### src/rtl/hosted_npu_csr_regs_if.sv
// AXI-Lite channel bundle (32-bit address/data, 4-bit strobe) between host and CSR block.
// Every channel uses valid/ready: a beat transfers on a rising clk edge where both are high; a source holds its payload stable while valid is high and ready is low.
interface axil_if;
    logic [31:0] awaddr;
    logic        awvalid;
    logic        awready;
    logic [31:0] wdata;
    logic [3:0]  wstrb;
    logic        wvalid;
    logic        wready;
    logic [1:0]  bresp;
    logic        bvalid;
    logic        bready;
    logic [31:0] araddr;
    logic        arvalid;
    logic        arready;
    logic [31:0] rdata;
    logic [1:0]  rresp;
    logic        rvalid;
    logic        rready;

    modport m (
        output awaddr, awvalid, wdata, wstrb, wvalid, bready, araddr, arvalid, rready,
        input  awready, wready, bresp, bvalid, arready, rdata, rresp, rvalid
    );

    modport s (
        input  awaddr, awvalid, wdata, wstrb, wvalid, bready, araddr, arvalid, rready,
        output awready, wready, bresp, bvalid, arready, rdata, rresp, rvalid
    );
endinterface

### src/rtl/hosted_npu_csr_regs.sv
// NPU control/status register file behind an AXI-Lite slave: launch controls, sticky status,
// busy-cycle counter and level interrupt. fsm_state exposes {read_state, write_state}.
module hosted_npu_csr_regs #(
    parameter logic [31:0] ID_VALUE = 32'h4E50_5531,
    parameter int          LEN_W    = 24
) (
    input  logic             clk,
    input  logic             srst_n,
    axil_if.s                csr,
    output logic             npu_start,
    output logic [31:0]      npu_base,
    output logic [LEN_W-1:0] npu_len,
    input  logic             npu_busy,
    input  logic             npu_done,
    output logic             irq,
    output logic [2:0]       fsm_state
);
    typedef enum logic [1:0] {W_IDLE, W_HAVE_AW, W_HAVE_W, W_RESP} wr_state_t;
    typedef enum logic {R_IDLE, R_RESP} rd_state_t;

    localparam logic [9:0] IDX_ID     = 10'd0;
    localparam logic [9:0] IDX_CTRL   = 10'd1;
    localparam logic [9:0] IDX_STATUS = 10'd2;
    localparam logic [9:0] IDX_BASE   = 10'd3;
    localparam logic [9:0] IDX_LEN    = 10'd4;
    localparam logic [9:0] IDX_CYCLES = 10'd5;

    wr_state_t   wr_st, wr_next;
    rd_state_t   rd_st, rd_next;
    logic        aw_rdy, w_rdy, ar_rdy, commit;
    logic        aw_hs, w_hs, ar_hs;
    logic [9:0]  aw_idx_q, wr_idx, rd_idx;
    logic [31:0] wdata_q, wr_data, rd_val, rdata_q, len_wide, cycles;
    logic [3:0]  wstrb_q, wr_strb;
    logic [1:0]  bresp_q, rresp_q;
    logic        irq_en, done, start_err;
    logic        unused_addr;

    function automatic logic [31:0] merge(input logic [31:0] old_v, input logic [31:0] new_v,
                                          input logic [3:0] strb);
        logic [31:0] res;
        res = old_v;
        for (int b = 0; b < 4; b++)
            if (strb[b]) res[8*b +: 8] = new_v[8*b +: 8];
        return res;
    endfunction

    assign unused_addr = &{1'b0, csr.awaddr[31:12], csr.awaddr[1:0], csr.araddr[31:12], csr.araddr[1:0]};

    always_ff @(posedge clk or negedge srst_n) begin
        if (!srst_n) begin
            wr_st <= W_IDLE;
            rd_st <= R_IDLE;
        end else begin
            wr_st <= wr_next;
            rd_st <= rd_next;
        end
    end

    // The commit cycle is the one in which the second of AW/W handshakes.
    always_comb begin
        wr_next = wr_st;
        aw_rdy  = 1'b0;
        w_rdy   = 1'b0;
        commit  = 1'b0;
        case (wr_st)
            W_IDLE: begin
                aw_rdy = 1'b1;
                w_rdy  = 1'b1;
                if (csr.awvalid && csr.wvalid) begin
                    wr_next = W_RESP;
                    commit  = 1'b1;
                end else if (csr.awvalid) begin
                    wr_next = W_HAVE_AW;
                end else if (csr.wvalid) begin
                    wr_next = W_HAVE_W;
                end
            end
            W_HAVE_AW: begin
                w_rdy = 1'b1;
                if (csr.wvalid) begin
                    wr_next = W_RESP;
                    commit  = 1'b1;
                end
            end
            W_HAVE_W: begin
                aw_rdy = 1'b1;
                if (csr.awvalid) begin
                    wr_next = W_RESP;
                    commit  = 1'b1;
                end
            end
            W_RESP: begin
                if (csr.bready) wr_next = W_IDLE;
            end
            default: wr_next = W_IDLE;
        endcase
    end

    always_comb begin
        rd_next = rd_st;
        ar_rdy  = 1'b0;
        case (rd_st)
            R_IDLE: begin
                ar_rdy = 1'b1;
                if (csr.arvalid) rd_next = R_RESP;
            end
            R_RESP: begin
                if (csr.rready) rd_next = R_IDLE;
            end
            default: rd_next = R_IDLE;
        endcase
    end

    assign aw_hs   = csr.awvalid & aw_rdy;
    assign w_hs    = csr.wvalid & w_rdy;
    assign ar_hs   = csr.arvalid & ar_rdy;
    assign wr_idx  = (wr_st == W_HAVE_AW) ? aw_idx_q : csr.awaddr[11:2];
    assign wr_data = (wr_st == W_HAVE_W) ? wdata_q : csr.wdata;
    assign wr_strb = (wr_st == W_HAVE_W) ? wstrb_q : csr.wstrb;
    assign rd_idx  = csr.araddr[11:2];
    assign len_wide = 32'(npu_len);

    always_comb begin
        rd_val = 32'h0;
        case (rd_idx)
            IDX_ID:     rd_val = ID_VALUE;
            IDX_CTRL:   rd_val = {30'h0, irq_en, 1'b0};
            IDX_STATUS: rd_val = {29'h0, start_err, done, npu_busy};
            IDX_BASE:   rd_val = npu_base;
            IDX_LEN:    rd_val = len_wide;
            IDX_CYCLES: rd_val = cycles;
            default:    rd_val = 32'h0;
        endcase
    end

    always_ff @(posedge clk or negedge srst_n) begin
        if (!srst_n) begin
            aw_idx_q <= '0;
            wdata_q  <= '0;
            wstrb_q  <= '0;
            bresp_q  <= 2'b00;
            rdata_q  <= '0;
            rresp_q  <= 2'b00;
        end else begin
            if (aw_hs) aw_idx_q <= csr.awaddr[11:2];
            if (w_hs) begin
                wdata_q <= csr.wdata;
                wstrb_q <= csr.wstrb;
            end
            if (commit) bresp_q <= (wr_idx <= IDX_CYCLES) ? 2'b00 : 2'b10;
            if (ar_hs) begin
                rdata_q <= (rd_idx <= IDX_CYCLES) ? rd_val : 32'h0;
                rresp_q <= (rd_idx <= IDX_CYCLES) ? 2'b00 : 2'b10;
            end
        end
    end

    // A done pulse is applied after the W1C clear so that set wins on collision.
    always_ff @(posedge clk or negedge srst_n) begin
        if (!srst_n) begin
            npu_start <= 1'b0;
            npu_base  <= '0;
            npu_len   <= '0;
            irq_en    <= 1'b0;
            done      <= 1'b0;
            start_err <= 1'b0;
            cycles    <= '0;
            irq       <= 1'b0;
        end else begin
            npu_start <= 1'b0;
            irq       <= done & irq_en;
            if (npu_busy && (cycles != 32'hFFFF_FFFF)) cycles <= cycles + 32'd1;
            if (commit && (wr_idx == IDX_CTRL) && wr_strb[0]) begin
                irq_en <= wr_data[1];
                if (wr_data[0]) begin
                    if (!npu_busy) begin
                        npu_start <= 1'b1;
                        cycles    <= '0;
                    end else begin
                        start_err <= 1'b1;
                    end
                end
            end
            if (commit && (wr_idx == IDX_STATUS) && wr_strb[0]) begin
                if (wr_data[1]) done      <= 1'b0;
                if (wr_data[2]) start_err <= 1'b0;
            end
            if (commit && (wr_idx == IDX_BASE)) npu_base <= merge(npu_base, wr_data, wr_strb);
            if (commit && (wr_idx == IDX_LEN)) begin
                npu_len <= LEN_W'(merge(len_wide, wr_data, wr_strb));
            end
            if (npu_done) done <= 1'b1;
        end
    end

    assign csr.awready = aw_rdy;
    assign csr.wready  = w_rdy;
    assign csr.arready = ar_rdy;
    assign csr.bvalid  = (wr_st == W_RESP);
    assign csr.bresp   = bresp_q;
    assign csr.rvalid  = (rd_st == R_RESP);
    assign csr.rdata   = rdata_q;
    assign csr.rresp   = rresp_q;
    assign fsm_state   = {rd_st, wr_st};
endmodule

### src/flat_wrapper.sv
// flat-port wrapper written by rule: the top's interface ports become plain ports
module hosted_npu_csr_regs_flat 
#(
    parameter logic [31:0] ID_VALUE = 32'h4E50_5531,
    parameter int          LEN_W    = 24
)
  (clk, srst_n, npu_start, npu_base, npu_len, npu_busy, npu_done, irq, fsm_state, csr_awaddr, csr_awvalid, csr_wdata, csr_wstrb, csr_wvalid, csr_bready, csr_araddr, csr_arvalid, csr_rready, csr_awready, csr_wready, csr_bresp, csr_bvalid, csr_arready, csr_rdata, csr_rresp, csr_rvalid);
  axil_if csr_i ();
  input  logic clk;
  input  logic srst_n;
  output logic npu_start;
  output logic [31:0] npu_base;
  output logic [LEN_W-1:0] npu_len;
  input  logic npu_busy;
  input  logic npu_done;
  output logic irq;
  output logic [2:0] fsm_state;
  input wire logic [$bits(csr_i.awaddr)-1:0] csr_awaddr;
  input wire logic [$bits(csr_i.awvalid)-1:0] csr_awvalid;
  input wire logic [$bits(csr_i.wdata)-1:0] csr_wdata;
  input wire logic [$bits(csr_i.wstrb)-1:0] csr_wstrb;
  input wire logic [$bits(csr_i.wvalid)-1:0] csr_wvalid;
  input wire logic [$bits(csr_i.bready)-1:0] csr_bready;
  input wire logic [$bits(csr_i.araddr)-1:0] csr_araddr;
  input wire logic [$bits(csr_i.arvalid)-1:0] csr_arvalid;
  input wire logic [$bits(csr_i.rready)-1:0] csr_rready;
  output wire logic [$bits(csr_i.awready)-1:0] csr_awready;
  output wire logic [$bits(csr_i.wready)-1:0] csr_wready;
  output wire logic [$bits(csr_i.bresp)-1:0] csr_bresp;
  output wire logic [$bits(csr_i.bvalid)-1:0] csr_bvalid;
  output wire logic [$bits(csr_i.arready)-1:0] csr_arready;
  output wire logic [$bits(csr_i.rdata)-1:0] csr_rdata;
  output wire logic [$bits(csr_i.rresp)-1:0] csr_rresp;
  output wire logic [$bits(csr_i.rvalid)-1:0] csr_rvalid;
  assign csr_i.awaddr = csr_awaddr;
  assign csr_i.awvalid = csr_awvalid;
  assign csr_i.wdata = csr_wdata;
  assign csr_i.wstrb = csr_wstrb;
  assign csr_i.wvalid = csr_wvalid;
  assign csr_i.bready = csr_bready;
  assign csr_i.araddr = csr_araddr;
  assign csr_i.arvalid = csr_arvalid;
  assign csr_i.rready = csr_rready;
  assign csr_awready = csr_i.awready;
  assign csr_wready = csr_i.wready;
  assign csr_bresp = csr_i.bresp;
  assign csr_bvalid = csr_i.bvalid;
  assign csr_arready = csr_i.arready;
  assign csr_rdata = csr_i.rdata;
  assign csr_rresp = csr_i.rresp;
  assign csr_rvalid = csr_i.rvalid;
  hosted_npu_csr_regs #(.ID_VALUE(ID_VALUE), .LEN_W(LEN_W)) u_core (.clk(clk), .srst_n(srst_n), .csr(csr_i), .npu_start(npu_start), .npu_base(npu_base), .npu_len(npu_len), .npu_busy(npu_busy), .npu_done(npu_done), .irq(irq), .fsm_state(fsm_state));
endmodule
### config.mk
export PLATFORM = sky130hd
export DESIGN_NAME = hosted_npu_csr_regs_flat
export DESIGN_NICKNAME = d
export VERILOG_FILES = /design/src/rtl/hosted_npu_csr_regs_if.sv /design/src/rtl/hosted_npu_csr_regs.sv /design/src/flat_wrapper.sv
export SDC_FILE = /design/constraint.sdc
export NUM_CORES = 1
export LEC_CHECK = 0
export CAP_MARGIN = 10
export CORE_ASPECT_RATIO = 0.9
export CORE_MARGIN = 1
export CORE_UTILIZATION = 50
export CTS_CLUSTER_SIZE = 25
export DETAILED_ROUTE_END_ITERATION = 8
export PLACE_DENSITY = 0.81
export SETUP_SLACK_MARGIN = 0.4
export SYNTH_ARGS = -nofsm -noshare
export SYNTH_HDL_FRONTEND = slang
export SYNTH_SLANG_ARGS = --single-unit
### constraint.sdc
create_clock -name clk -period 3.6 [get_ports clk]
set_input_delay 0.72 -clock clk [delete_from_list [all_inputs] [get_ports clk]]
set_output_delay 0.72 -clock clk [all_outputs]
set_load 0.005 [all_outputs]
== Word-level counts from Yosys, hierarchy flattened ==
Index checks and enable logic that the tools add are counted.

* Memory bits (writable): 0
* Memories: 0
* Bits in registers: 178
* Bits in read-only memories: 0
* Output and inout bits: 102
* Input bits: 109
* Bits in latches: 0

* Equality and inequality tests: 17
* Bitwise operators: 5
* Reductions and logical operators: 23
* Shift operators: 0
* $mul: 0
* Add/subtract/negate cells: 1
* Order comparisons: 2
* Multiplexer cells: 39
* Div/mod/pow operators: 0

{| class="wikitable"
|+ Operator list
! cell !! number
|-
| 2-to-1 mux 32 bit || 6
|-
| case mux 32 bit (6 select lines) || 1
|-
| equality test 10 x 2 -> 1 bit, second input constant || 4
|-
| adder 32 x 1 -> 32 bit, second input constant || 1
|-
| inequality test 32 bit, second input constant || 1
|-
| equality test 10 x 3 -> 1 bit, second input constant || 3
|-
| equality test 10 x 1 -> 1 bit, second input constant || 2
|-
| <= comparator 10 x 3 -> 1 bit, second input constant || 2
|-
| 2-to-1 mux 1 bit || 19
|-
| 2-to-1 mux 2 bit || 8
|-
| AND reduction 2 bit || 8
|-
| logical NOT 10 bit || 1
|-
| 2-to-1 mux 10 bit || 1
|-
| logical AND 1 bit || 8
|-
| case mux 2 bit (4 select lines) || 1
|-
| inequality test 2 bit, second input constant || 3
|-
| AND 1 bit || 4
|-
| equality test 2 bit, second input constant || 2
|-
| 2-to-1 mux 4 bit || 1
|-
| inequality test 4 x 3 -> 1 bit, second input constant || 1
|-
| AND reduction 4 bit || 1
|-
| nonzero test 2 bit || 2
|-
| OR reduction 2 bit || 2
|-
| case mux 1 bit (3 select lines) || 1
|-
| other kinds (4) || 4
|}

== Depth between registers and ports, before layout ==
Gate-level depths: netlist of run 1.

* Word-level depth: 8
* Gate-level depth with buffers: 9

== Least setup slack after synthesis of run 1 ==
No wires, ideal clock.

* Path type: input to register
* Start point: input csr_awaddr[8]
* End point: register u_core.npu_base[24]
* Cell stages on the path: 5
* Data arrival time: 2,509 ps
* Setup slack: 966 ps
* Path through: or4_1 -> nor2_8 -> o21ai_4 -> nor4b_4 -> mux2_2

* Longest elaborated chain between the ends: 4

{| class="wikitable"
|+ RTL lines
! item !! line !! source
|-
| start, declared || flat_wrapper.sv:18 || <nowiki>input wire logic [$bits(csr_i.awaddr)-1:0] csr_awaddr;</nowiki>
|-
| 2-to-1 mux 10 bit || hosted_npu_csr_regs.sv:118 || <nowiki>assign wr_idx = (wr_st == W_HAVE_AW) ? aw_idx_q : csr.awaddr[11:2];</nowiki>
|-
| equality test 10 x 2 -> 1 bit || hosted_npu_csr_regs.sv:189 || <nowiki>if (commit && (wr_idx == IDX_BASE)) npu_base <= merge(npu_base, wr_data, wr_strb);</nowiki>
|-
| logical AND 1 bit || hosted_npu_csr_regs.sv:189 ||
|-
| AND reduction 2 bit (no line) || -- ||
|-
| end signal, assigned || hosted_npu_csr_regs.sv:189 ||
|-
| end, declared || hosted_npu_csr_regs.sv:11 || <nowiki>output logic [31:0] npu_base,</nowiki>
|}

No other way between the ends.
A chain may end at the register's enable or synchronous reset.

== Final worst setup path of run 1 ==
* Start point: register u_core.wr_st[0]
* End point: output csr_awready

* Longest elaborated chain between the ends: 3
* Elaborated cells on any way between the ends: 4
* Those cells by class: eq/ne: 1; mux: 1; reduce/logical: 2

{| class="wikitable"
|+ RTL lines
! item !! line !! source
|-
| start, declared || hosted_npu_csr_regs.sv:28 || <nowiki>wr_state_t wr_st, wr_next;</nowiki>
|-
| start signal, assigned || hosted_npu_csr_regs.sv:55 || <nowiki>wr_st <= wr_next;</nowiki>
|-
| equality test 2 bit / logical NOT 2 bit (equally long branches) || hosted_npu_csr_regs.sv:66 || <nowiki>case (wr_st)</nowiki>
|-
| OR reduction 2 bit (no line) (*) || -- ||
|-
| 2-to-1 mux 1 bit (*) || hosted_npu_csr_regs.sv:66 ||
|-
| end, declared || flat_wrapper.sv:27 || <nowiki>output wire logic [$bits(csr_i.awready)-1:0] csr_awready;</nowiki>
|}

Every way passes the cells marked *; elsewhere a longest branch is shown, timed or not.

==> metrics.txt, run 1 <==
# TYPE chip_impl_metric gauge
chip_impl_metric{name="synth_seq_cells",unit=""} 176
chip_impl_metric{name="grt_usage",unit=""} 0.264
chip_impl_metric{name="relSlewSlack",unit=""} 0.332
chip_impl_metric{name="timing.final.ws_setup",unit="ns"} 0.653
chip_impl_metric{name="finalWeightedCongestion",unit=""} 0.873
chip_impl_metric{name="clock.fmax",unit="MHz"} 339
chip_impl_info{name="yosys.cell_count.top_type",value="dfrtp_1"} 1
chip_impl_metric{name="vias_in_the_first_global_route",unit=""} 6813
chip_impl_metric{name="arrival_time_of_data_at_the_critical_path_endpoint",unit="ns"} 2.23
chip_impl_info{name="synth_top_cells_by_area",value="dfrtp_1, mux2_2, mux2i_1"} 1
chip_impl_metric{name="ys_warn_count",unit=""} 0
chip_impl_metric{name="drt_iter0_drc",unit=""} 394
chip_impl_metric{name="multiplexer_share_of_the_synthesized_area",unit=""} 0.165
chip_impl_info{name="critical_path_class",value="flip-flop to primary output"} 1
chip_impl_info{name="top_post_synthesis_cells_by_count",value="dfrtp_1, mux2_2, nand2_1, o21ai_0, mux2i_1"} 1
chip_impl_metric{name="worstPathMaxFanout",unit=""} 19
chip_impl_metric{name="timing_max_transition_violations_final",unit=""} 0
chip_impl_metric{name="grt_antenna_before_repair",unit=""} 0
chip_impl_metric{name="nets",unit=""} 1079
chip_impl_metric{name="port_buffers",unit=""} 164
chip_impl_metric{name="cap_viol_max_count",unit=""} 0
chip_impl_metric{name="design.portCount",unit=""} 211
chip_impl_metric{name="peakVddDrop",unit="V"} 0.000408
chip_impl_metric{name="drc",unit=""} 0
chip_impl_metric{name="dieArea",unit="sq um"} 17800
chip_impl_info{name="postSynth.topFlopCell",value="dfrtp_1"} 1
chip_impl_metric{name="ctsLongestPathBuffers",unit=""} 2
chip_impl_metric{name="post_synth_and_or_nand_nor_area_fraction",unit=""} 0.144
chip_impl_metric{name="layout-area-overhead-vs-synth",unit="%"} 28.9
chip_impl_metric{name="die_w",unit="um"} 141
chip_impl_metric{name="initial_core_util",unit=""} 0.511
chip_impl_metric{name="power.static_leakage",unit="nW"} 4.62
chip_impl_metric{name="clock_latency",unit="ns"} 0.43
chip_impl_metric{name="clock_slew_seen_by_the_registers_of_the_worst_setup_and_hold_paths",unit="ns"} 0.06
chip_impl_metric{name="postSynthCellCount",unit=""} 796
chip_impl_metric{name="stage_delay_of_the_slowest_cell_on_the_critical_path",unit="ns"} 0.52
chip_impl_metric{name="final_core_util",unit=""} 0.659
chip_impl_metric{name="vias_per_cell",unit=""} 5.90
chip_impl_metric{name="place.detailed.hpwl",unit="um"} 16100
chip_impl_metric{name="place_ws",unit="ns"} 0.474
chip_impl_info{name="status",value="complete, no violations"} 1
chip_impl_info{name="synthDominantAreaCellType",value="dfrtp_1"} 1
chip_impl_metric{name="totalNegativeSetupSlack",unit="ns"} 0
chip_impl_metric{name="post_synth_fa_ha_maj_area_fraction",unit=""} 0.0101
chip_impl_metric{name="cts.repair.resized",unit=""} 0
chip_impl_metric{name="cts_hold_buf",unit=""} 0
chip_impl_metric{name="drive_above_1_share",unit=""} 0.162
chip_impl_metric{name="clock_skew",unit="ns"} 0.00973
chip_impl_metric{name="count_of_endpoints_failing_hold_in_the_final_timing_report",unit=""} 0
chip_impl_metric{name="core_footprint",unit="sq um"} 16900
chip_impl_metric{name="insertedDiodeCount",unit=""} 0
chip_impl_metric{name="antenna_violating_nets_post_route",unit=""} 0
chip_impl_info{name="critical-path-slowest-cell",value="ha_2"} 1
chip_impl_metric{name="syn_avg_cell_area",unit="sq um"} 10.9
chip_impl_metric{name="grt_overflow_total",unit=""} 0
chip_impl_metric{name="grt_start_max_net_pins",unit=""} 82
chip_impl_info{name="hold_class",value="input port to asynchronous set/reset pin"} 1
chip_impl_metric{name="h-tree-depth",unit=""} 4
chip_impl_metric{name="finalSetupViolations",unit=""} 0
chip_impl_metric{name="synth.cell_area",unit="sq um"} 8640
chip_impl_info{name="worstSetupEndpointType",value="primary output"} 1
chip_impl_metric{name="worstMarginPinSlew",unit="ns"} 1.00
chip_impl_metric{name="via_count",unit=""} 7003
chip_impl_metric{name="cts_setup_buffers",unit=""} 0
chip_impl_metric{name="routed_wirelength",unit="um"} 22600
chip_impl_info{name="critical_path.startpoint_type",value="flip-flop"} 1
chip_impl_metric{name="grt_first_pass_wirelength",unit="um"} 36100
chip_impl_metric{name="post_synth_xor_area_fraction",unit=""} 0.0101
chip_impl_info{name="rsz0062_at_grt",value="no"} 1
chip_impl_metric{name="period_minus_slack",unit="ns"} 2.95
chip_impl_info{name="root_buffer",value="clkbuf_16"} 1
chip_impl_info{name="tritoncts",value="done"} 1
chip_impl_metric{name="number_of_distinct_library_cells_after_synthesis",unit=""} 60
chip_impl_metric{name="route.detailed.wl_per_inst",unit="um"} 19.0
chip_impl_info{name="cp_cell_sequence",value="inv_1, ha_2, or2_2, clkdlybuf4s50_1"} 1
chip_impl_metric{name="synth-compound-area-share",unit=""} 0.125
chip_impl_metric{name="async_reset_ff_frac",unit=""} 1.00
chip_impl_metric{name="number_of_core_rows",unit=""} 45
chip_impl_metric{name="synth-edff-count",unit=""} 0
chip_impl_metric{name="cts.sinks",unit=""} 176
chip_impl_metric{name="finalCritPeriodShare",unit=""} 0.819
chip_impl_metric{name="dieHeight",unit="um"} 127
chip_impl_metric{name="worstPathRequired",unit="ns"} 2.88
chip_impl_info{name="dominant_combinational_cell_family_by_area_after_synthesis",value="multiplexers"} 1
chip_impl_metric{name="drt_pass1_iterations",unit=""} 5
chip_impl_metric{name="synth_seq_area_share",unit=""} 0.510
chip_impl_metric{name="power.density_cell_area",unit="nW/um^2"} 532
chip_impl_metric{name="synth_top_cell_area_share",unit=""} 0.510
chip_impl_metric{name="cts_made_buffers",unit=""} 17
-- path summary, 6_finish.rpt --
check / depth (start not counted) / end / slack, ns / from
setup / recovery: 4 / csr_awready / 0.65 / u_core.wr_st[0]$_DFFE_PN0P_
hold / removal: 1 / u_core.aw_idx_q[9]$_DFFE_PN0P_ / 0.33 / srst_n
setup reg to reg: 7 / u_core.cycles[9]$_DFF_PN0_ / 0.67 / u_core.wr_st[1]$_DFFE_PN0P_
hold reg to reg: 2 / u_core.csr.rdata[24]$_DFFE_PN0P_ / 0.48 / u_core.csr.rdata[24]$_DFFE_PN0P_
max in group asynchronous: 2 / u_core.cycles[20]$_DFF_PN0_ / 2.30 / srst_n
min in group clk: 2 / u_core.csr.rdata[24]$_DFFE_PN0P_ / 0.48 / u_core.csr.rdata[24]$_DFFE_PN0P_
-- report_power, final --
part	total, mW	internal [mW]	switching, mW
logic	1.61	0.848	0.760
clock network	1.77	1.01	0.766
registers	2.54	2.32	0.223
-- state kept, by name, summed over array words and instances (netlist names), 2 cells and up --
register / count
u_core.aw_idx_q: 10
u_core.csr.rdata: 32
u_core.cycles: 32
u_core.npu_base: 32
u_core.npu_len: 24
u_core.wdata_q: 32
u_core.wr_st: 2
u_core.wstrb_q: 4
-- cell usage in the layout, fill, tap and decap left out, types with 9 or more instances in the layout --
cell type and instances:
nand2_1 74, buf_4 24, nand4_1 12, clkbuf_16 17
nand3_1 17, dfrtp_1 176, mux2i_1 47, xnor2_1 9
or3_1 13, nor2b_1 11, mux2_2 84, inv_1 31
a22oi_1 42, a21oi_1 24, nor3_1 10, clkdlybuf4s50_1 163
nor2_1 33, o21ai_0 64
-- worst max-delay path, delay by kind of cell, from the launching register on --
family | cells | cell delay, ns
buffers and inverters | 2 | 0.62
adder cells (fa/ha/maj) | 1 | 0.52
flip-flops | 1 | 0.44
AND/OR/NAND/NOR | 1 | 0.21
-- layer usage --
layer | track usage | vias up | wire length [um]
met5 | 0 | - | 0
met4 | 0.0946 | 0 | 619
met3 | 0.0615 | 38 | 1370
met2 | 0.406 | 259 | 10500
met1 | 0.367 | 3461 | 10100
li1 | - | 3245 | -
-- cell families (layout without fill, tap and decap cells) --
family,after synthesis,in the layout
AND/OR/NAND/NOR,227,227
multiplexers,132,132
buffers and inverters,73,251
other,1,2
AO/OA/AOI/OAI,170,170
XOR/XNOR,10,10
flip-flops,176,176
adder cells (fa/ha/maj),7,7
-- cell type report --
class / count / area [sq um]
fill: 1301 / 5760
tap: 211 / 264
clock inverter: 8 / 81.3
timing repair buffer: 189 / 1840
sequential: 176 / 4400
multi-input combinational: 548 / 3950
clock buffer: 23 / 478
inverter: 31 / 116
-- stage by stage --
| stage | total power, mW | instances | cell area [sq um] | hold slack [ns] |
|---|---|---|---|---|
| finish | 5.92 | 1186 | 11100 | 0.330 |
| global placement | 4.10 | 1155 | 10600 | 0.462 |
| CTS | 5.94 | 1186 | 11100 | 0.371 |
| global route | 6.21 | 1186 | 11100 | 0.402 |
| floorplan | 3.64 | 797 | 8640 | 0.424 |
| detailed placement | 4.17 | 1155 | 10600 | 0.471 |
(Power assumes the default switching activity.)
==> inputs of run 2 (changes only) <==
--- a/config.mk
+++ b/config.mk
@@ -8,10 +8,10 @@
 export CAP_MARGIN = 10
 export CORE_ASPECT_RATIO = 0.9
 export CORE_MARGIN = 1
-export CORE_UTILIZATION = 50
+export CORE_UTILIZATION = 45
 export CTS_CLUSTER_SIZE = 25
 export DETAILED_ROUTE_END_ITERATION = 8
-export PLACE_DENSITY = 0.81
+export PLACE_DENSITY = 0.77
 export SETUP_SLACK_MARGIN = 0.4
 export SYNTH_ARGS = -nofsm -noshare
 export SYNTH_HDL_FRONTEND = slang
==> constraint.sdc (replaced) <==
create_clock -name clk -period 2.6 [get_ports clk]
set_input_delay 0.52 -clock clk [delete_from_list [all_inputs] [get_ports clk]]
set_output_delay 0.52 -clock clk [all_outputs]
set_load 0.005 [all_outputs]
==> metrics.txt, run 2 (same netlist as run 1, synthesis figures left out) <==
# TYPE chip_impl_metric gauge
chip_impl_info{name="status",value="complete, no violations"} 1
chip_impl_metric{name="port_buffers",unit=""} 164
chip_impl_metric{name="stage_delay_of_the_slowest_cell_on_the_critical_path",unit="ns"} 0.46
chip_impl_info{name="critical_path_class",value="flip-flop to flip-flop"} 1
chip_impl_metric{name="grt_overflow_total",unit=""} 0
chip_impl_metric{name="power.density_cell_area",unit="nW/um^2"} 722
chip_impl_metric{name="worstPathMaxFanout",unit=""} 11
chip_impl_metric{name="worstMarginPinSlew",unit="ns"} 0.569
chip_impl_metric{name="switching_power",unit="mW"} 2.59
chip_impl_metric{name="timing_max_transition_violations_final",unit=""} 0
chip_impl_metric{name="cts_hold_buf",unit=""} 0
chip_impl_metric{name="number_of_core_rows",unit=""} 47
chip_impl_metric{name="antenna_violating_nets_post_route",unit=""} 0
chip_impl_metric{name="clock_latency",unit="ns"} 0.43
chip_impl_metric{name="power.share.combinational",unit=""} 0.297
chip_impl_info{name="worstSetupEndpointType",value="flip-flop"} 1
chip_impl_metric{name="die_w",unit="um"} 148
chip_impl_metric{name="power.static_leakage",unit="nW"} 4.96
chip_impl_metric{name="drc",unit=""} 0
chip_impl_info{name="hold_class",value="input port to asynchronous set/reset pin"} 1
chip_impl_metric{name="vias_per_cell",unit=""} 5.66
chip_impl_info{name="critical-path-top-cell-by-count",value="buf_6"} 1
chip_impl_metric{name="place.detailed.hpwl",unit="um"} 16600
chip_impl_info{name="root_buffer",value="clkbuf_16"} 1
chip_impl_metric{name="dieHeight",unit="um"} 133
chip_impl_metric{name="clock_skew",unit="ns"} 0.00705
chip_impl_metric{name="relSlewSlack",unit=""} 0.610
chip_impl_info{name="rsz0062_at_grt",value="yes"} 1
chip_impl_info{name="cp_cell_sequence",value="buf_6, ha_4, or4_4, nor2_8, o21ai_4, buf_4, nor4_4, buf_6, clkbuf_16, a21oi_1"} 1
chip_impl_metric{name="grt_usage",unit=""} 0.249
chip_impl_metric{name="core_footprint",unit="sq um"} 18600
chip_impl_metric{name="totalNegativeSetupSlack",unit="ns"} 0
chip_impl_info{name="layout_commonest_cell",value="dfrtp_1"} 1
chip_impl_metric{name="critPathBufInv",unit=""} 4
chip_impl_metric{name="cell_internal_power",unit="mW"} 6.07
chip_impl_metric{name="cts_made_buffers",unit=""} 17
chip_impl_metric{name="routed_wirelength",unit="um"} 24900
chip_impl_metric{name="grt_start_max_net_pins",unit=""} 70
chip_impl_metric{name="grt_antenna_before_repair",unit=""} 0
chip_impl_metric{name="insertedDiodeCount",unit=""} 0
chip_impl_metric{name="count_of_endpoints_failing_hold_in_the_final_timing_report",unit=""} 0
chip_impl_metric{name="nets",unit=""} 1125
chip_impl_metric{name="design.portCount",unit=""} 211
chip_impl_info{name="r2r_end",value="u_core.cycles[15]$_DFF_PN0_"} 1
chip_impl_metric{name="switching_share_of_power",unit=""} 0.299
chip_impl_metric{name="initial_core_util",unit=""} 0.465
chip_impl_metric{name="finalCritPeriodShare",unit=""} 0.917
chip_impl_info{name="crit_family",value="simple AND/OR/NAND/NOR gates"} 1
chip_impl_metric{name="clock_group_share_of_total_power",unit=""} 0.296
chip_impl_metric{name="period_minus_slack",unit="ns"} 2.38
chip_impl_info{name="critical_path.startpoint_type",value="flip-flop"} 1
chip_impl_metric{name="via_count",unit=""} 7168
chip_impl_info{name="tritoncts",value="done"} 1
chip_impl_metric{name="clock_slew_seen_by_the_registers_of_the_worst_setup_and_hold_paths",unit="ns"} 0.06
chip_impl_metric{name="dieArea",unit="sq um"} 19800
chip_impl_metric{name="cap_viol_max_count",unit=""} 0
chip_impl_metric{name="drt_iter0_drc",unit=""} 538
chip_impl_metric{name="layout-area-overhead-vs-synth",unit="%"} 38.7
chip_impl_metric{name="arrival_time_of_data_at_the_critical_path_endpoint",unit="ns"} 2.69
chip_impl_metric{name="worstPathRequired",unit="ns"} 2.91
chip_impl_metric{name="place_ws",unit="ns"} -0.141
chip_impl_metric{name="route.detailed.wl_per_inst",unit="um"} 19.6
chip_impl_metric{name="clock.fmax",unit="MHz"} 419
chip_impl_metric{name="peakVddDrop",unit="V"} 0.000479
chip_impl_metric{name="h-tree-depth",unit=""} 4
chip_impl_metric{name="drive_above_1_share",unit=""} 0.230
chip_impl_metric{name="ctsLongestPathBuffers",unit=""} 2
chip_impl_metric{name="finalSetupViolations",unit=""} 0
chip_impl_metric{name="vias_in_the_first_global_route",unit=""} 7025
chip_impl_metric{name="sequentialPowerShare",unit=""} 0.407
chip_impl_metric{name="grt_first_pass_wirelength",unit="um"} 38000
chip_impl_info{name="layout_common_cells",value="dfrtp_1, clkdlybuf4s50_1, nand2_1, mux2_2, o21ai_0"} 1
chip_impl_metric{name="setup_slack_on_the_worst_flop_to_flop_path",unit="ns"} 0.22
chip_impl_info{name="critical-path-slowest-cell",value="or4_4"} 1
chip_impl_metric{name="cts.sinks",unit=""} 176
chip_impl_metric{name="timing.final.ws_setup",unit="ns"} 0.215
chip_impl_info{name="r2r_start",value="u_core.wr_st[0]$_DFFE_PN0P_"} 1
chip_impl_metric{name="finalWeightedCongestion",unit=""} 0.849
chip_impl_metric{name="worstRegToRegCells",unit=""} 10
chip_impl_metric{name="drt_pass1_iterations",unit=""} 5
run 2: through the flow:
stage / hold WS, ns / instances / total power [mW] / util / instance area [sq um]
after detailed placement: 0.469 / 1209 / 5.87 / 0.588 / 10900
after CTS: 0.0308 / 1251 / 8.56 / 0.628 / 11700
after global placement: 0.462 / 1209 / 5.77 / 0.588 / 10900
after global routing: 0.0440 / 1266 / 9.07 / 0.645 / 12000
after floorplan: 0.224 / 797 / 5.07 / - / 8770
final: 0.0231 / 1266 / 8.66 / 0.645 / 12000
run 2: worst max-delay path by stage:
stage	from	end	slack, ns	cells after the start
final	u_core.wr_st[0]$_DFFE_PN0P_	u_core.cycles[15]$_DFF_PN0_	0.22	10
after global routing	u_core.wr_st[0]$_DFFE_PN0P_	u_core.npu_base[6]$_DFFE_PN0P_	0.17	10
after CTS	u_core.wr_st[0]$_DFFE_PN0P_	u_core.npu_base[26]$_DFFE_PN0P_	0.28	8
after detailed placement	csr_awaddr[8]	u_core.npu_base[13]$_DFFE_PN0P_	-0.14	8
after global placement	csr_awaddr[8]	u_core.npu_len[23]$_DFFE_PN0P_	-0.09	7
after floorplan	u_core.wr_st[1]$_DFFE_PN0P_	u_core.npu_base[24]$_DFFE_PN0P_	0.07	8
run 2: layout make-up:
class / instances / area [sq um]
clock inverter: 11 / 133
sequential: 176 / 4410
inverter: 31 / 116
multi-input combinational: 548 / 4150
timing repair buffer: 235 / 2410
tap: 245 / 307
clock buffer: 20 / 457
fill: 1456 / 6600
run 2: metal layers:
| layer | GRT usage | up-vias | wire length (um) |
|---|---|---|---|
| met2 | 0.387 | 300 | 11800 |
| met1 | 0.350 | 3515 | 11000 |
| met4 | 0.0745 | 0 | 499 |
| li1 | - | 3312 | - |
| met3 | 0.0521 | 41 | 1630 |
| met5 | 0 | - | 0 |
run 2: repair_timing:
| action | CTS | global route |
|---|---|---|
| setup endpoints to repair | 82 | 98 |
| pin swaps | 2 | 9 |
| gates cloned | 0 | 7 |
| resized for setup | 20 | 34 |
| setup buffers | 11 | 8 |
run 2: worst reg2reg max path: stages (launching register included):
cell and delay [ns]:
dfrtp_2 0.42, buf_6 0.13, ha_4 0.18, or4_4 0.46, nor2_8 0.15, o21ai_4 0.11
buf_4 0.18, nor4_4 0.23, buf_6 0.18, clkbuf_16 0.17, a21oi_1 0.05
run 2: power by group through the flow:
| stage | combinational (mW) | clock (mW) | sequential [mW] |
|---|---|---|---|
| 2_1_floorplan | 1.60 | 0 | 3.47 |
| 4_1_cts | 2.47 | 2.59 | 3.50 |
| 3_5_place_dp | 2.32 | 0 | 3.56 |
| 3_3_place_gp | 2.24 | 0 | 3.53 |
| 5_1_grt | 2.77 | 2.73 | 3.57 |
| 6_report | 2.57 | 2.57 | 3.52 |
==> inputs of run 3 (changes only) <==
--- a/config.mk
+++ b/config.mk
@@ -5,9 +5,9 @@
 export SDC_FILE = /design/constraint.sdc
 export NUM_CORES = 1
 export LEC_CHECK = 0
-export CAP_MARGIN = 10
+export CAP_MARGIN = 25
 export CORE_ASPECT_RATIO = 0.9
-export CORE_MARGIN = 1
+export CORE_MARGIN = 8
 export CORE_UTILIZATION = 45
 export CTS_CLUSTER_SIZE = 25
 export DETAILED_ROUTE_END_ITERATION = 8
==> metrics.txt, run 3 (same netlist as run 1, synthesis figures left out) <==
# TYPE chip_impl_metric gauge
chip_impl_info{name="tritoncts",value="done"} 1
chip_impl_metric{name="worstPathRequired",unit="ns"} 2.93
chip_impl_metric{name="cts.sinks",unit=""} 176
chip_impl_info{name="root_buffer",value="clkbuf_16"} 1
chip_impl_metric{name="port_buffers",unit=""} 164
chip_impl_metric{name="core_footprint",unit="sq um"} 19000
chip_impl_metric{name="peakVddDrop",unit="V"} 0.000492
chip_impl_metric{name="final_core_util",unit=""} 0.638
chip_impl_metric{name="die_w",unit="um"} 162
chip_impl_info{name="r2r_end",value="u_core.cycles[2]$_DFF_PN0_"} 1
chip_impl_metric{name="h-tree-depth",unit=""} 4
chip_impl_metric{name="cts_hold_buf",unit=""} 0
chip_impl_info{name="r2r_start",value="u_core.wr_st[0]$_DFFE_PN0P_"} 1
chip_impl_metric{name="ctsLongestPathBuffers",unit=""} 2
chip_impl_info{name="status",value="complete, no violations"} 1
chip_impl_metric{name="period_minus_slack",unit="ns"} 2.41
chip_impl_metric{name="grt_overflow_total",unit=""} 0
chip_impl_metric{name="grt_usage",unit=""} 0.208
chip_impl_metric{name="number_of_core_rows",unit=""} 48
chip_impl_metric{name="cap_viol_max_count",unit=""} 0
chip_impl_metric{name="relSlewSlack",unit=""} 0.571
chip_impl_metric{name="timing_max_transition_violations_final",unit=""} 0
chip_impl_metric{name="antenna_violating_nets_post_route",unit=""} 0
chip_impl_metric{name="power.density_cell_area",unit="nW/um^2"} 717
chip_impl_metric{name="grt_antenna_before_repair",unit=""} 1
chip_impl_metric{name="routed_wirelength",unit="um"} 25900
chip_impl_metric{name="worstPathMaxFanout",unit=""} 6
chip_impl_metric{name="vias_per_cell",unit=""} 5.60
chip_impl_info{name="rsz0062_at_grt",value="yes"} 1
chip_impl_metric{name="via_count",unit=""} 7146
chip_impl_metric{name="grt_start_max_net_pins",unit=""} 63
chip_impl_info{name="critical_path.startpoint_type",value="flip-flop"} 1
chip_impl_metric{name="finalCritPeriodShare",unit=""} 0.926
chip_impl_metric{name="cts_made_buffers",unit=""} 17
chip_impl_metric{name="count_of_endpoints_failing_hold_in_the_final_timing_report",unit=""} 0
chip_impl_metric{name="drive_above_1_share",unit=""} 0.250
chip_impl_metric{name="clock_slew_seen_by_the_registers_of_the_worst_setup_and_hold_paths",unit="ns"} 0.07
chip_impl_metric{name="arrival_time_of_data_at_the_critical_path_endpoint",unit="ns"} 2.74
chip_impl_metric{name="vias_in_the_first_global_route",unit=""} 7135
chip_impl_info{name="critical_path_class",value="flip-flop to flip-flop"} 1
chip_impl_metric{name="clock_latency",unit="ns"} 0.44
chip_impl_metric{name="worst_hold_slack",unit="ns"} 0.0742
chip_impl_metric{name="place.detailed.hpwl",unit="um"} 18100
chip_impl_metric{name="drt_pass1_iterations",unit=""} 7
chip_impl_metric{name="clock_skew",unit="ns"} 0.0119
chip_impl_metric{name="finalSetupViolations",unit=""} 0
chip_impl_metric{name="total_power",unit="mW"} 8.68
chip_impl_metric{name="clock.fmax",unit="MHz"} 415
chip_impl_info{name="layout_common_cells",value="dfrtp_1, clkdlybuf4s50_1, nand2_1, mux2_2, o21ai_0"} 1
chip_impl_metric{name="worstRegToRegCells",unit=""} 10
chip_impl_info{name="layout_commonest_cell",value="dfrtp_1"} 1
chip_impl_metric{name="drt_iter0_drc",unit=""} 513
chip_impl_metric{name="finalWeightedCongestion",unit=""} 0.893
chip_impl_metric{name="dieArea",unit="sq um"} 23900
chip_impl_metric{name="nets",unit=""} 1129
chip_impl_metric{name="design.portCount",unit=""} 211
chip_impl_metric{name="grt_first_pass_wirelength",unit="um"} 39300
chip_impl_info{name="worstSetupEndpointType",value="flip-flop"} 1
chip_impl_metric{name="drc",unit=""} 0
chip_impl_metric{name="layout-area-overhead-vs-synth",unit="%"} 40.1
chip_impl_metric{name="dieHeight",unit="um"} 147
chip_impl_metric{name="worstMarginPinSlew",unit="ns"} 0.644
chip_impl_metric{name="route.detailed.wl_per_inst",unit="um"} 20.3
chip_impl_metric{name="setup_slack_on_the_worst_flop_to_flop_path",unit="ns"} 0.19
chip_impl_info{name="hold_class",value="input port to asynchronous set/reset pin"} 1
chip_impl_metric{name="initial_core_util",unit=""} 0.455
chip_impl_metric{name="fillerInstances",unit=""} 1470
chip_impl_metric{name="power.static_leakage",unit="nW"} 4.99
[run 3: per-layer routing]
metal	share of wire	up-vias	routed length [um]	track usage
met5	0	-	0	0
met4	0.020	0	519	0.0722
met3	0.065	34	1690	0.0453
met2	0.48	236	12500	0.330
met1	0.43	3543	11200	0.277
li1	-	3333	-	-
[run 3: worst max path at each step]
| stage | depth (start not counted) | slack (ns) | startpoint | endpoint |
|---|---|---|---|---|
| floorplan | 8 | 0.07 | u_core.wr_st[1]$_DFFE_PN0P_ | u_core.npu_base[24]$_DFFE_PN0P_ |
| global placement | 8 | -0.09 | csr_awaddr[8] | u_core.npu_base[13]$_DFFE_PN0P_ |
| detailed placement | 8 | -0.14 | csr_awaddr[9] | u_core.npu_base[11]$_DFFE_PN0P_ |
| CTS | 7 | 0.24 | u_core.wr_st[1]$_DFFE_PN0P_ | u_core.cycles[23]$_DFF_PN0_ |
| global route | 10 | 0.12 | u_core.wr_st[0]$_DFFE_PN0P_ | u_core.cycles[6]$_DFF_PN0_ |
| finish | 10 | 0.19 | u_core.wr_st[0]$_DFFE_PN0P_ | u_core.cycles[2]$_DFF_PN0_ |
[run 3: power by group]
part / internal, mW / leakage (nW) / switching [mW] / total, mW
clock: 1.37 / 0.281 / 1.10 / 2.48
sequential: 3.21 / 2.21 / 0.313 / 3.52
combinational: 1.47 / 2.50 / 1.21 / 2.68
[run 3: final cells by class]
class / count / area, sq um / area share
Clock buffer: 20 / 457 / 0.0377
Tap cell: 250 / 313 / 0.0258
Clock inverter: 12 / 106 / 0.00879
Timing Repair Buffer: 239 / 2490 / 0.205
Antenna cell: 1 / 2.50 / 0.000207
Multi-Input combinational cell: 548 / 4200 / 0.347
Inverter: 31 / 119 / 0.00982
Sequential cell: 176 / 4410 / 0.365
[run 3: repair_timing]
action	CTS	global route
setup endpoints to repair	90	98
cloned	0	6
buffers inserted	13	9
gates resized for setup	28	62
pin swaps	2	17
[run 3: critical path, stage by stage (launching register included)]
cell	delay, ns
dfrtp_2	0.43
buf_12	0.13
ha_4	0.18
buf_6	0.12
buf_6	0.12
mux2i_2	0.17
or4_4	0.51
nor4_4	0.23
buf_6	0.18
clkbuf_16	0.17
nor3_1	0.05
[run 3: stage by stage]
step / cells / worst slack, ns / setup TNS [ns] / instance area [sq um]
floorplan: 797 / 0.0653 / 0 / 8770
global placement: 1216 / -0.0919 / -2.15 / 11000
detailed placement: 1216 / -0.137 / -3.57 / 11000
CTS: 1261 / 0.240 / 0 / 11700
global route: 1277 / 0.124 / 0 / 12100
finish: 1277 / 0.191 / 0 / 12100
